$ cat src/rtl/if_fetch_ctrl_pkg.sv
// Shared types and constants for the instruction-fetch sequencer.
package if_fetch_ctrl_pkg;

  localparam int unsigned XLEN    = 32;
  localparam int unsigned PC_STEP = 4;

  localparam logic CHIP_ENABLE  = 1'b1;
  localparam logic CHIP_DISABLE = 1'b0;

  typedef logic [XLEN-1:0] inst_addr_t;
  typedef logic [XLEN-1:0] inst_t;

  typedef enum logic [1:0] {
    IF_BOOT    = 2'd0,
    IF_FETCH   = 2'd1,
    IF_DISCARD = 2'd2,
    IF_HOLD    = 2'd3
  } if_state_e;

  typedef struct packed {
    inst_addr_t pc;
    inst_t      inst;
  } skid_entry_t;

  // Instruction addresses are word aligned; redirect targets drop their low bits.
  function automatic inst_addr_t word_align(input inst_addr_t a);
    return a & ~inst_addr_t'(3);
  endfunction

endpackage

$ cat src/rtl/if_fetch_ctrl_if.sv
// Instruction-memory request/acknowledge port.
interface if_fetch_ctrl_if;
  import if_fetch_ctrl_pkg::*;

  logic       imem_req_o;
  inst_addr_t imem_addr_o;
  logic       imem_ack_i;
  inst_t      imem_data_i;
  logic       imem_err_o;

  modport master (
    output imem_req_o,
    output imem_addr_o,
    output imem_err_o,
    input  imem_ack_i,
    input  imem_data_i
  );

  modport slave (
    input  imem_req_o,
    input  imem_addr_o,
    input  imem_err_o,
    output imem_ack_i,
    output imem_data_i
  );

endinterface

$ cat src/rtl/if_skid_buf.sv
// One-entry {pc,inst} holding register for a fetch that completes while decode is stalled.
module if_skid_buf
  import if_fetch_ctrl_pkg::*;
(
  input  logic        clk,
  input  logic        rst,
  input  logic        load_i,
  input  logic        clear_i,
  input  skid_entry_t d_i,
  output skid_entry_t q_o
);

  skid_entry_t entry_q;
  skid_entry_t entry_d;

  always_comb begin
    entry_d = entry_q;
    if (clear_i) begin
      entry_d = '0;
    end else if (load_i) begin
      entry_d = d_i;
    end
  end

  always_ff @(posedge clk or negedge rst) begin
    if (!rst) begin
      entry_q <= '0;
    end else begin
      entry_q <= entry_d;
    end
  end

  assign q_o = entry_q;

endmodule

$ cat src/rtl/if_fetch_ctrl.sv
// Instruction-fetch sequencer: owns the PC, drives the req/ack instruction-memory
// port, drops fetches made stale by redirects and loads the IF/ID outputs.
module if_fetch_ctrl
  import if_fetch_ctrl_pkg::*;
#(
  parameter inst_addr_t  RESET_PC = 32'h0000_0000,
  parameter int unsigned TIMEOUT  = 16
) (
  input  logic             clk,
  input  logic             rst,
  input  logic             stall_i,
  input  logic             branch_flag_i,
  input  inst_addr_t       branch_target_i,
  input  logic             flush_i,
  input  inst_addr_t       new_pc_i,
  if_fetch_ctrl_if.master  imem,
  output logic             ce_o,
  output inst_addr_t       pc_o,
  output logic             if_valid_o,
  output inst_addr_t       if_pc_o,
  output inst_t            if_inst_o
);

  localparam int unsigned      CNT_W    = $clog2(TIMEOUT);
  localparam logic [CNT_W-1:0] CNT_LAST = CNT_W'(TIMEOUT - 1);

  if_state_e        state_q, state_d;
  inst_addr_t       pc_q, pc_d;
  logic             ce_q, ce_d;
  logic             req_q, req_d;
  inst_addr_t       addr_q, addr_d;
  logic             err_q, err_d;
  logic             valid_q, valid_d;
  inst_addr_t       if_pc_q, if_pc_d;
  inst_t            if_inst_q, if_inst_d;
  logic [CNT_W-1:0] wcnt_q, wcnt_d;

  logic        skid_load;
  logic        skid_clear;
  skid_entry_t skid_in;
  skid_entry_t skid_q;

  logic       redirect;
  logic       ack;
  inst_addr_t target;
  inst_addr_t pc_inc;

  // Flush outranks branch; an ack only counts while a request is actually up.
  assign redirect = flush_i | branch_flag_i;
  assign target   = word_align(flush_i ? new_pc_i : branch_target_i);
  assign ack      = imem.imem_ack_i & req_q;
  assign pc_inc   = pc_q + inst_addr_t'(PC_STEP);
  assign skid_in  = '{pc: addr_q, inst: imem.imem_data_i};

  if_skid_buf u_skid (
    .clk     (clk),
    .rst     (rst),
    .load_i  (skid_load),
    .clear_i (skid_clear),
    .d_i     (skid_in),
    .q_o     (skid_q)
  );

  always_comb begin
    state_d    = state_q;
    pc_d       = pc_q;
    ce_d       = ce_q;
    req_d      = req_q;
    addr_d     = addr_q;
    err_d      = 1'b0;
    valid_d    = valid_q;
    if_pc_d    = if_pc_q;
    if_inst_d  = if_inst_q;
    wcnt_d     = wcnt_q;
    skid_load  = 1'b0;
    skid_clear = 1'b0;

    // Ack-timeout watchdog; the request itself stays up as a retry.
    if (ack) begin
      wcnt_d = '0;
    end else if (req_q) begin
      if (wcnt_q == CNT_LAST) begin
        wcnt_d = '0;
        err_d  = 1'b1;
      end else begin
        wcnt_d = wcnt_q + CNT_W'(1);
      end
    end

    case (state_q)
      IF_BOOT: begin
        ce_d    = CHIP_ENABLE;
        req_d   = 1'b1;
        addr_d  = pc_q;
        state_d = IF_FETCH;
        if (redirect) begin
          pc_d   = target;
          addr_d = target;
        end
      end

      IF_FETCH: begin
        if (redirect) begin
          valid_d = 1'b0;
          pc_d    = target;
          if (ack) begin
            addr_d = target;
          end else begin
            state_d = IF_DISCARD;
          end
        end else if (ack) begin
          pc_d = pc_inc;
          if (stall_i) begin
            skid_load = 1'b1;
            req_d     = 1'b0;
            state_d   = IF_HOLD;
          end else begin
            valid_d   = 1'b1;
            if_pc_d   = addr_q;
            if_inst_d = imem.imem_data_i;
            addr_d    = pc_inc;
          end
        end else if (!stall_i) begin
          valid_d = 1'b0;
        end
      end

      // Stale request still in flight: keep the bus stable and drop its data.
      IF_DISCARD: begin
        if (redirect) begin
          pc_d = target;
          if (ack) begin
            addr_d  = target;
            state_d = IF_FETCH;
          end
        end else if (ack) begin
          addr_d  = pc_q;
          state_d = IF_FETCH;
        end
      end

      IF_HOLD: begin
        if (redirect) begin
          valid_d    = 1'b0;
          pc_d       = target;
          req_d      = 1'b1;
          addr_d     = target;
          skid_clear = 1'b1;
          state_d    = IF_FETCH;
        end else if (!stall_i) begin
          valid_d   = 1'b1;
          if_pc_d   = skid_q.pc;
          if_inst_d = skid_q.inst;
          req_d     = 1'b1;
          addr_d    = pc_q;
          state_d   = IF_FETCH;
        end
      end

      default: state_d = IF_BOOT;
    endcase
  end

  always_ff @(posedge clk or negedge rst) begin
    if (!rst) begin
      state_q   <= IF_BOOT;
      pc_q      <= RESET_PC;
      ce_q      <= CHIP_DISABLE;
      req_q     <= 1'b0;
      addr_q    <= '0;
      err_q     <= 1'b0;
      valid_q   <= 1'b0;
      if_pc_q   <= '0;
      if_inst_q <= '0;
      wcnt_q    <= '0;
    end else begin
      state_q   <= state_d;
      pc_q      <= pc_d;
      ce_q      <= ce_d;
      req_q     <= req_d;
      addr_q    <= addr_d;
      err_q     <= err_d;
      valid_q   <= valid_d;
      if_pc_q   <= if_pc_d;
      if_inst_q <= if_inst_d;
      wcnt_q    <= wcnt_d;
    end
  end

  assign imem.imem_req_o  = req_q;
  assign imem.imem_addr_o = addr_q;
  assign imem.imem_err_o  = err_q;
  assign ce_o             = ce_q;
  assign pc_o             = pc_q;
  assign if_valid_o       = valid_q;
  assign if_pc_o          = if_pc_q;
  assign if_inst_o        = if_inst_q;

endmodule

$ cat src/flat_wrapper.sv
// flat-port wrapper written by rule: the top's interface ports become plain ports
module if_fetch_ctrl_flat import if_fetch_ctrl_pkg::*;
#(
  parameter inst_addr_t  RESET_PC = 32'h0000_0000,
  parameter int unsigned TIMEOUT  = 16
)
  (clk, rst, stall_i, branch_flag_i, branch_target_i, flush_i, new_pc_i, ce_o, pc_o, if_valid_o, if_pc_o, if_inst_o, imem_imem_req_o, imem_imem_addr_o, imem_imem_err_o, imem_imem_ack_i, imem_imem_data_i);
  if_fetch_ctrl_if imem_i ();
  input  logic clk;
  input  logic rst;
  input  logic stall_i;
  input  logic branch_flag_i;
  input  inst_addr_t branch_target_i;
  input  logic flush_i;
  input  inst_addr_t new_pc_i;
  output logic ce_o;
  output inst_addr_t pc_o;
  output logic if_valid_o;
  output inst_addr_t if_pc_o;
  output inst_t if_inst_o;
  output wire logic [$bits(imem_i.imem_req_o)-1:0] imem_imem_req_o;
  output wire logic [$bits(imem_i.imem_addr_o)-1:0] imem_imem_addr_o;
  output wire logic [$bits(imem_i.imem_err_o)-1:0] imem_imem_err_o;
  input wire logic [$bits(imem_i.imem_ack_i)-1:0] imem_imem_ack_i;
  input wire logic [$bits(imem_i.imem_data_i)-1:0] imem_imem_data_i;
  assign imem_imem_req_o = imem_i.imem_req_o;
  assign imem_imem_addr_o = imem_i.imem_addr_o;
  assign imem_imem_err_o = imem_i.imem_err_o;
  assign imem_i.imem_ack_i = imem_imem_ack_i;
  assign imem_i.imem_data_i = imem_imem_data_i;
  if_fetch_ctrl #(.RESET_PC(RESET_PC), .TIMEOUT(TIMEOUT)) u_core (.clk(clk), .rst(rst), .stall_i(stall_i), .branch_flag_i(branch_flag_i), .branch_target_i(branch_target_i), .flush_i(flush_i), .new_pc_i(new_pc_i), .imem(imem_i), .ce_o(ce_o), .pc_o(pc_o), .if_valid_o(if_valid_o), .if_pc_o(if_pc_o), .if_inst_o(if_inst_o));
endmodule
$ cat config.mk
export PLATFORM = sky130hd
export DESIGN_NAME = if_fetch_ctrl_flat
export DESIGN_NICKNAME = d
export VERILOG_FILES = /design/src/rtl/if_fetch_ctrl_pkg.sv /design/src/rtl/if_fetch_ctrl_if.sv /design/src/rtl/if_skid_buf.sv /design/src/rtl/if_fetch_ctrl.sv /design/src/flat_wrapper.sv
export SDC_FILE = /design/constraint.sdc
export NUM_CORES = 1
export LEC_CHECK = 0
export CORE_MARGIN = 1
export CORE_UTILIZATION = 48
export DETAILED_ROUTE_END_ITERATION = 8
export GPL_TIMING_DRIVEN = 0
export PLACE_DENSITY = 0.82
export SLEW_MARGIN = 20
export SYNTH_ARGS = -nofsm -noshare
export SYNTH_HDL_FRONTEND = slang
export SYNTH_SLANG_ARGS = --single-unit
$ cat constraint.sdc
create_clock -name clk -period 2.11 [get_ports clk]
set_clock_uncertainty 0.1 [all_clocks]
set_input_delay 0.211 -clock clk [delete_from_list [all_inputs] [get_ports clk]]
set_output_delay 0.211 -clock clk [all_outputs]
set_load 0.01 [all_outputs]
==> summary by stage, run 1 <==
Status
The flow ran to the end, but the final reports show violations. The final reports fail on negative setup slack.

Logic synthesis
The most used flip-flop cell after synthesis is sky130_fd_sc_hd__dfrtp_1. Yosys attributes the largest share of cell area to sky130_fd_sc_hd__dfrtp_1, sky130_fd_sc_hd__nand2_1, sky130_fd_sc_hd__mux2i_1. The net count of the mapped netlist is 1,459. The dominant cell type by area after synthesis is sky130_fd_sc_hd__dfrtp_1. Of the post-synthesis cell area, the dominant cell type holds 0.428. The fraction of synthesis flops using an asynchronous set or reset pin is 1.00. The mapped netlist covers 11,800 sq um. The average cell area after synthesis is 8.76 sq um. The distinct cell type count of the synthesized netlist is between 80 and 90. The number of enable flip-flop cells after synthesis is 0. In the synthesized netlist, the number of instances is 1,350. The number of register bits inferred by synthesis is 202.

The share of the Yosys chip area taken by registers is 0.428. During synthesis, Yosys emitted a total of 0 warnings.

STA
The count of endpoints failing setup in the final report is 2. For the pin with the worst max-slew slack, the measured transition is 0.747 ns. The minimum clock period after layout is around 2.1 ns. The final hold violation count is 0.

In the finished design, the share of the clock period the worst path needs comes to 1.00. The worst slew margin relative to its limit is 0.502. The smallest hold slack is 0.123 ns.

The least setup slack across all paths after layout is -0.00769 ns. The number of pins with negative max-slew slack in the final report is 0. Setup repair after global routing could not meet its margin everywhere. Derived from the worst setup path, the maximum achievable clock frequency is between 0.4 and 0.5 GHz.

Finish
The share of layout cells above drive strength 1 is 0.200. The count of placed standard cells in the final layout, fillers left out is 1,985. The number of antenna repair diodes is 0.

The most common cell after layout, fill and taps aside is sky130_fd_sc_hd__nand2_1. In the layout the commonest cells are sky130_fd_sc_hd__nand2_1, sky130_fd_sc_hd__clkdlybuf4s50_1, sky130_fd_sc_hd__dfrtp_1. The post-layout net count is 1,756. The area of all placed cells without fillers is 16,700 sq um.

The number of fill cells in the layout is 1,901. Compared with the post-synthesis result, the final layout area differs by 40.8%.

Run
The number of maximum-capacitance constraint violations is 0.

Pwr
The proportion of total power due to net switching is 0.412. The maximum vdd drop is 0.642 mV. The analysis attributes to net switching a power of 8.68 mW. The proportion of power drawn by the clock network is 0.182.

The power density relative to cell area is 1270 nW/um^2. The internal portion of the total power is 12.4 mW. The share of total power dissipated in combinational logic is 0.512.

Total power for the finished layout comes to ~21 mW. Summed over all cells, the static leakage comes to slightly below 7 nW. The portion of total power attributed to sequential cells is 0.306.

Min path
The path category of the worst min-delay check is in2async.

Worst setup path
Broken down by cell family, the worst path's largest delay share belongs to compound AO/OA/AOI/OAI gates. The cell seen most often among critical-path stages is sky130_fd_sc_hd__a221oi_2. The worst-case reg-to-reg path depth is 8. Traced cell by cell, the critical path runs through inv_2 > ha_4 > o2bb2ai_4 > buf_4 > a21o_4 > nand2_4 > a221oi_2 > a221oi_2. STA puts the critical path data required time at 2.41 ns. The kind of capture point of the worst setup path is a register. The number of gates on the worst path with buffers counted is 8. The number of buffers and inverters on the critical path is 2. The largest fanout on the critical path is 10. The largest single stage delay on the critical path is 0.46 ns. The category of the worst setup path launch point is a register. The kind of critical path is reg2reg. For this design, the slowest cell found on the critical path is sky130_fd_sc_hd__dfrtp_2. The arrival time at the worst endpoint is 2.41 ns.

Global route
The first global-routing pass estimated 68,300 um of wire. The number of global-route vias before repair is around 12,000. The remaining global-route overflow is 0. The largest net degree at the start of global routing is 85. In the global route stage, overall resource usage came out at 0.348.

The number of antenna violations at the first check in global routing is 0.

Placed design
After detailed placement, the design holds a cell count of 1,903. The global placer's final weighted congestion is 1.01. Buffers placed on the I/O ports in this run total 227.

The placed instances occupy a cell area of roughly 15,000 sq um. The total half-perimeter wirelength after legalization and detailed placement is around 33,000 um. The placement-stage worst setup slack is -1.05 ns.

Route
Dividing the detail-routed wire length by the instance count gives 23.3 um. The first routing iteration left ~1,200 violations. After detailed routing, the total wire length is around 46,000 um. The ratio of routed vias to standard cells is 6.25. The total number of vias is around 12,000. The post-route antenna net violation count is 0. The count of unresolved DRC violations after routing is 0. The length of the first detailed-routing pass in iterations is 8.

CTS
The CTS tree is done. The number of buffers created by CTS is 23. In this run the number of H-tree levels came out at 1. The clock sink total is 202. The maximum clock insertion buffer count is 3. The clock-pin slew on the worst setup and hold paths is 0.06 ns. Clock latency on the worst-skew pair, taken at its later pin, is 0.52 ns. CTS placed an instance of sky130_fd_sc_hd__clkbuf_16 at the clock tree root.

Floorplan
The floorplan step defined a die boundary enclosing around 25,000 sq um. The width of the chip is 159 um. From bottom edge to top edge, the die measures 159 um. 234 I/O pins were placed. The floorplan step defined a core boundary enclosing 24,200 sq um. The initial core utilization is 0.488. After floorplanning, the core was divided into 57 placement rows.
==> sequential cells by signal, summed over array words and instances, names as in the netlist <==
signal	cells
u_core.ce_o	1
u_core.if_inst_o	32
u_core.if_pc_o	32
u_core.if_valid_o	1
u_core.imem.imem_addr_o	32
u_core.imem.imem_err_o	1
u_core.imem.imem_req_o	1
u_core.pc_o	32
u_core.state_q	2
u_core.u_skid.q_o	64
u_core.wcnt_q	4
==> cell families after synthesis <==
logic type / Yosys count / synth area share
buffers and inverters: 139 / 0.0605
flip-flops: 202 / 0.428
AND/OR/NAND/NOR: 465 / 0.180
XOR/XNOR: 16 / 0.0119
multiplexers: 119 / 0.103
AO/OA/AOI/OAI: 402 / 0.210
adder cells (fa/ha/maj): 7 / 0.00741
==> cell usage after synthesis, drive strengths merged (6+ instances only) <==
library cell,count
a21oi,125
clkbuf,65
nand4,20
o211ai,12
o22ai,15
nor2,66
a31oi,16
nand3,23
and3,11
a22o,9
o31ai,8
nor4,11
nand2,275
xor2,7
ha,7
or3,8
o21ai,121
xnor2,9
a211oi,9
buf,59
and2,11
inv,13
dfrtp,202
a22oi,7
o311ai,6
a2bb2oi,8
nor3,12
mux2,18
a221oi,14
mux2i,101
==> cell type report <==
class | instances | area [sq um] | share of cell area
multi-input combinational | 1009 | 6660 | 0.400
sequential | 202 | 5060 | 0.304
tap | 324 | 405 | 0.0243
clock inverter | 7 | 65.1 | 0.00391
clock buffer | 32 | 639 | 0.0384
buffer | 114 | 937 | 0.0563
timing repair buffer | 282 | 2810 | 0.169
inverter | 15 | 66.3 | 0.00398
==> through the flow <==
stage / TNS [ns] / utilization
final: -0.0104 / 0.687
after global routing: -1.76 / 0.687
after CTS: -0.000337 / 0.654
after detailed placement: -109.50 / 0.601
after global placement: -1663.73 / 0.598
after floorplan: 0 / -
==> final timing paths <==
path	start	to	slack [ns]
worst max register to register	u_core.state_q[0]$_DFFE_PN0P_	u_core.imem.imem_addr_o[10]$_DFFE_PN0P_	-0.008
worst min register to register	u_core.if_inst_o[31]$_DFFE_PN0P_	u_core.if_inst_o[31]$_DFFE_PN0P_	0.38
worst max-delay path	u_core.state_q[0]$_DFFE_PN0P_	u_core.imem.imem_addr_o[10]$_DFFE_PN0P_	-0.008
min in group clk	imem_imem_data_i[30]	u_core.u_skid.q_o[30]$_DFFE_PN0P_	0.18
worst min-delay path	rst	u_core.if_inst_o[22]$_DFFE_PN0P_	0.12
max in group asynchronous	rst	u_core.pc_o[17]$_DFFE_PN0N_	0.97
==> routing by layer <==
layer | wire length (um) | global-route usage | up-vias
met3 | 4850 | 0.0737 | 194
met2 | 21300 | 0.563 | 835
met1 | 17900 | 0.449 | 5922
met5 | 0 | 0 | -
met4 | 2220 | 0.158 | 0
li1 | - | - | 5450
==> power groups by stage <==
| stage | clock (mW) | sequential [mW] | combinational [mW] |
|---|---|---|---|
| after global placement | 0 | 6.29 | 8.85 |
| after detailed placement | 0 | 6.34 | 8.99 |
| after floorplan | 0 | 6.40 | 4.59 |
| after global routing | 4.05 | 6.57 | 11.4 |
| after CTS | 3.86 | 6.31 | 9.72 |
| final | 3.84 | 6.45 | 10.8 |
==> timing repair <==
action	4_1_cts	5_1_grt
hold buffers	1	0
pin swaps	9	30
setup buffers	21	28
gates cloned	0	3
endpoints found under the hold margin	132	0
setup endpoints to repair	193	169
gates resized for setup	140	214
(Power assumes the default switching activity.)
==> inputs of run 2 (changes only) <==
==> constraint.sdc (replaced) <==
create_clock -name clk -period 2.11 [get_ports clk]
set_clock_uncertainty 0.1 [all_clocks]
set_input_delay 0.211 -clock clk [delete_from_list [all_inputs] [get_ports clk]]
set_output_delay 0.211 -clock clk [all_outputs]
set_load 0.02 [all_outputs]
==> summary by stage, run 2 (same netlist as run 1, synthesis figures left out) <==
Floorplan
The die is 159 um wide. The count of boundary I/O pins is 234. The core region is 24,200 sq um. Measured along the y axis, the die boundary spans ~160 um. After floorplanning, the core was divided into 57 placement rows. The initial core utilization is 0.488. The full die area is 25,300 sq um.

STA
The number of pins with negative max-slew slack in the final report is 0. The final hold violation count is 0. The highest attainable clock frequency is 0.463 GHz. For the pin with the worst max-slew slack, the measured transition is roughly 0.76 ns. In this run the tightest slew margin relative to its limit is 0.496. Subtracting the final worst setup slack from the clock period gives 2.16 ns. Once routing completed, OpenROAD measured the worst setup slack at -0.0508 ns. The count of endpoints failing setup in the final report is 9. Setup repair after global routing could not meet its margin everywhere. The final cycle utilization of the critical path is 1.02.

The smallest hold slack is 0.0967 ns.

Status
The final reports fail on negative setup slack. The flow ran to the end, but the final reports show violations.

Route
In the routed layout, each cell is associated on average with a via count of between 6 and 7. The detailed router placed 12,300 vias in this run. The routed wirelength normalized by instance count is ~23 um.

The count of unresolved DRC violations after routing is 0. Before antenna repair, the detailed router went through 5 iterations. The total wirelength of the detailed-routed design is 46,700 um. After the first detailed-routing iteration, the DRC count stood at 1,351.

The post-route antenna net violation count is 0.

Pwr
The portion of total power attributed to sequential cells is 0.294. The internal power summed over all cells is 12.5 mW. The share of total power dissipated in the clock network is 0.183. The power density relative to cell area is 1310 nW/um^2.

The worst-case IR drop observed on VDD is 0.706 mV. In this run the static leakage power is 6.89 nW. The combinational share of power is 0.524. The design draws 21.7 mW. The proportion of total power due to net switching is 0.425. The analysis attributes to net switching a power of 9.22 mW.

Global route
For met1 alone, demand over resource in global routing was 0.482. The global-route track usage on met3 is 0.0750. The number of antenna violations at the first check in global routing is 0. In the global route stage, met2 resource usage came out at 0.570. In the global route stage, overall resource usage came out at 0.360. Entering global routing, the biggest net connects 78 pins. Summed over all layers, the global routing overflow is 0. The number of global-route vias before repair is 11,900. The most used routing layer is met2. The wire length of the first global-routing pass is roughly 70,000 um.

Finish
The number of antenna repair diodes is 0. The fraction of the core area covered by cells at the end of the flow is 0.683. In the final layout, the share of cells above drive strength 1 is 0.187. The register with the most flip-flops in the layout has 64 of them. The post-layout net count is 1,770. The most common cell after layout, fill and taps aside is sky130_fd_sc_hd__nand2_1. Leaving out fill and tap cells, the most frequent cells in the layout are sky130_fd_sc_hd__nand2_1, sky130_fd_sc_hd__clkdlybuf4s50_1, sky130_fd_sc_hd__dfrtp_1. Relative to the synthesized area, the layout overhead comes to 40.0%. After the flow finishes, the layout carries non-filler instances totaling 1,999.

Worst setup path
The kind of critical path is reg2reg. Among all stages on the critical path, the largest delay is contributed by sky130_fd_sc_hd__dfrtp_1. For the worst setup path, the data required time is ~2.4 ns. The beginning of the critical path is u_core.state_q[1]$_DFFE_PN0P_. The arrival time at the worst endpoint is 2.47 ns.

STA classifies the critical path endpoint as a register. The critical path goes through inv_2 > ha_4 > buf_8 > nor3b_4 > buf_6 > buf_4 > o21ai_2 > a221oi_1. The worst setup path is launched from a register. The worst flop-to-flop path startpoint is u_core.state_q[1]$_DFFE_PN0P_.

The largest fanout on the critical path is 10. The maximum single-stage delay on the critical path is approximately 0.42 ns.

CTS
The clock sink total is 202. In this run the number of H-tree levels came out at 1. The clock-pin slew on the worst setup and hold paths is 0.06 ns.

The clock passes through at most 3 buffers. The number of buffers created by CTS is 23. The cell sitting at the root of the clock tree is a sky130_fd_sc_hd__clkbuf_16.

TritonCTS built the clock tree. The source-to-sink clock delay at the later pin of the worst-skew pair is 0.53 ns.

Min path
The path category of the worst min-delay check is in2async.

Placed design
The global placer's final weighted congestion is 0.986. The number of placed instances, taps included, is about 1,900. The number of buffers inserted by port buffering is roughly 230.

The total half-perimeter wirelength after legalization and detailed placement is 33,400 um.

Run
The tool flagged a number of max-cap violations equal to 0.
## run 2: changes by cell type in the layout (fill, tap and decap cells not counted), sizes merged
cell	previous run	this run
bufinv	1	2
clkdlybuf4s50	226	225
clkbuf	80	85
inv	13	14
clkinvlp	2	0
dlymetal6s2s	0	1
clkinv	6	4
buf	121	132
## run 2: area by class of cell
| cell class | instances | area, sq um |
|---|---|---|
| Buffer | 116 | 925 |
| Clock buffer | 34 | 647 |
| Timing Repair Buffer | 294 | 2870 |
| Clock inverter | 5 | 78.8 |
| Inverter | 15 | 62.6 |
| Tap cell | 324 | 405 |
| Fill cell | 1894 | 7700 |
| Multi-Input combinational cell | 1009 | 6490 |
| Sequential cell | 202 | 5070 |
## run 2: worst paths after layout
| kind | end | slack, ns | cells past startpoint |
|---|---|---|---|
| min in group clk | u_core.imem.imem_req_o$_DFFE_PN0P_ | 0.15 | 4 |
| worst max-delay path | u_core.imem.imem_addr_o[19]$_DFFE_PN0P_ | -0.05 | 8 |
| worst min register to register | u_core.if_inst_o[4]$_DFFE_PN0P_ | 0.38 | 2 |
| worst max register to register | u_core.imem.imem_addr_o[19]$_DFFE_PN0P_ | -0.05 | 8 |
| max in group asynchronous | u_core.pc_o[27]$_DFFE_PN0N_ | 0.66 | 4 |
| worst min-delay path | u_core.if_inst_o[22]$_DFFE_PN0P_ | 0.1 | 2 |
## run 2: through the flow
step | setup TNS [ns] | area, sq um | worst slack (ns)
final | -0.240 | 16500 | -0.0508
after global routing | -2.71 | 16500 | -0.107
after CTS | -0.00937 | 16000 | -0.00937
after detailed placement | -116.98 | 14600 | -1.03
after global placement | -1685.94 | 14500 | -8.55
after floorplan | 0 | 11800 | 0.0327
## run 2: timing repair
action	CTS	global route
setup buffers	26	36
setup endpoints to repair	194	174
gates resized for setup	148	137
pin swaps	11	25
cloned	1	1
hold buffers	1	0
endpoints found under the hold margin	128	0
## run 2: power by group through the flow
stage	Sequential, mW	Clock, mW	Combinational [mW]
2_1_floorplan	7.13	0	4.59
3_3_place_gp	6.30	0	9.69
3_5_place_dp	6.34	0	9.77
4_1_cts	6.31	3.97	10.6
5_1_grt	6.52	4.16	11.9
6_report	6.38	3.96	11.4
## run 2: metal layers
layer / routed length [um] / part of all wire / vias up
met5: 0 / 0 / -
met1: 18700 / 0.40 / 5922
met2: 21200 / 0.45 / 793
li1: - / - / 5466
met4: 1920 / 0.041 / 0
met3: 4880 / 0.10 / 158
## run 2: critical path: cells and delay by family, from the launching register on
kind            cells  cell delay [ns]
fa+ha+maj           1             0.17
flops               1             0.42
compound gates      2             0.40
buf+inv             4             0.66
simple gates        1             0.29
==> inputs of run 3 (changes only) <==
--- a/config.mk
+++ b/config.mk
@@ -14,3 +14,4 @@
 export SYNTH_ARGS = -nofsm -noshare
 export SYNTH_HDL_FRONTEND = slang
 export SYNTH_SLANG_ARGS = --single-unit
+export TNS_END_PERCENT = 100
==> results of run 3 <==
No change in the layout: final DEF, timing and power equal those of run 2.
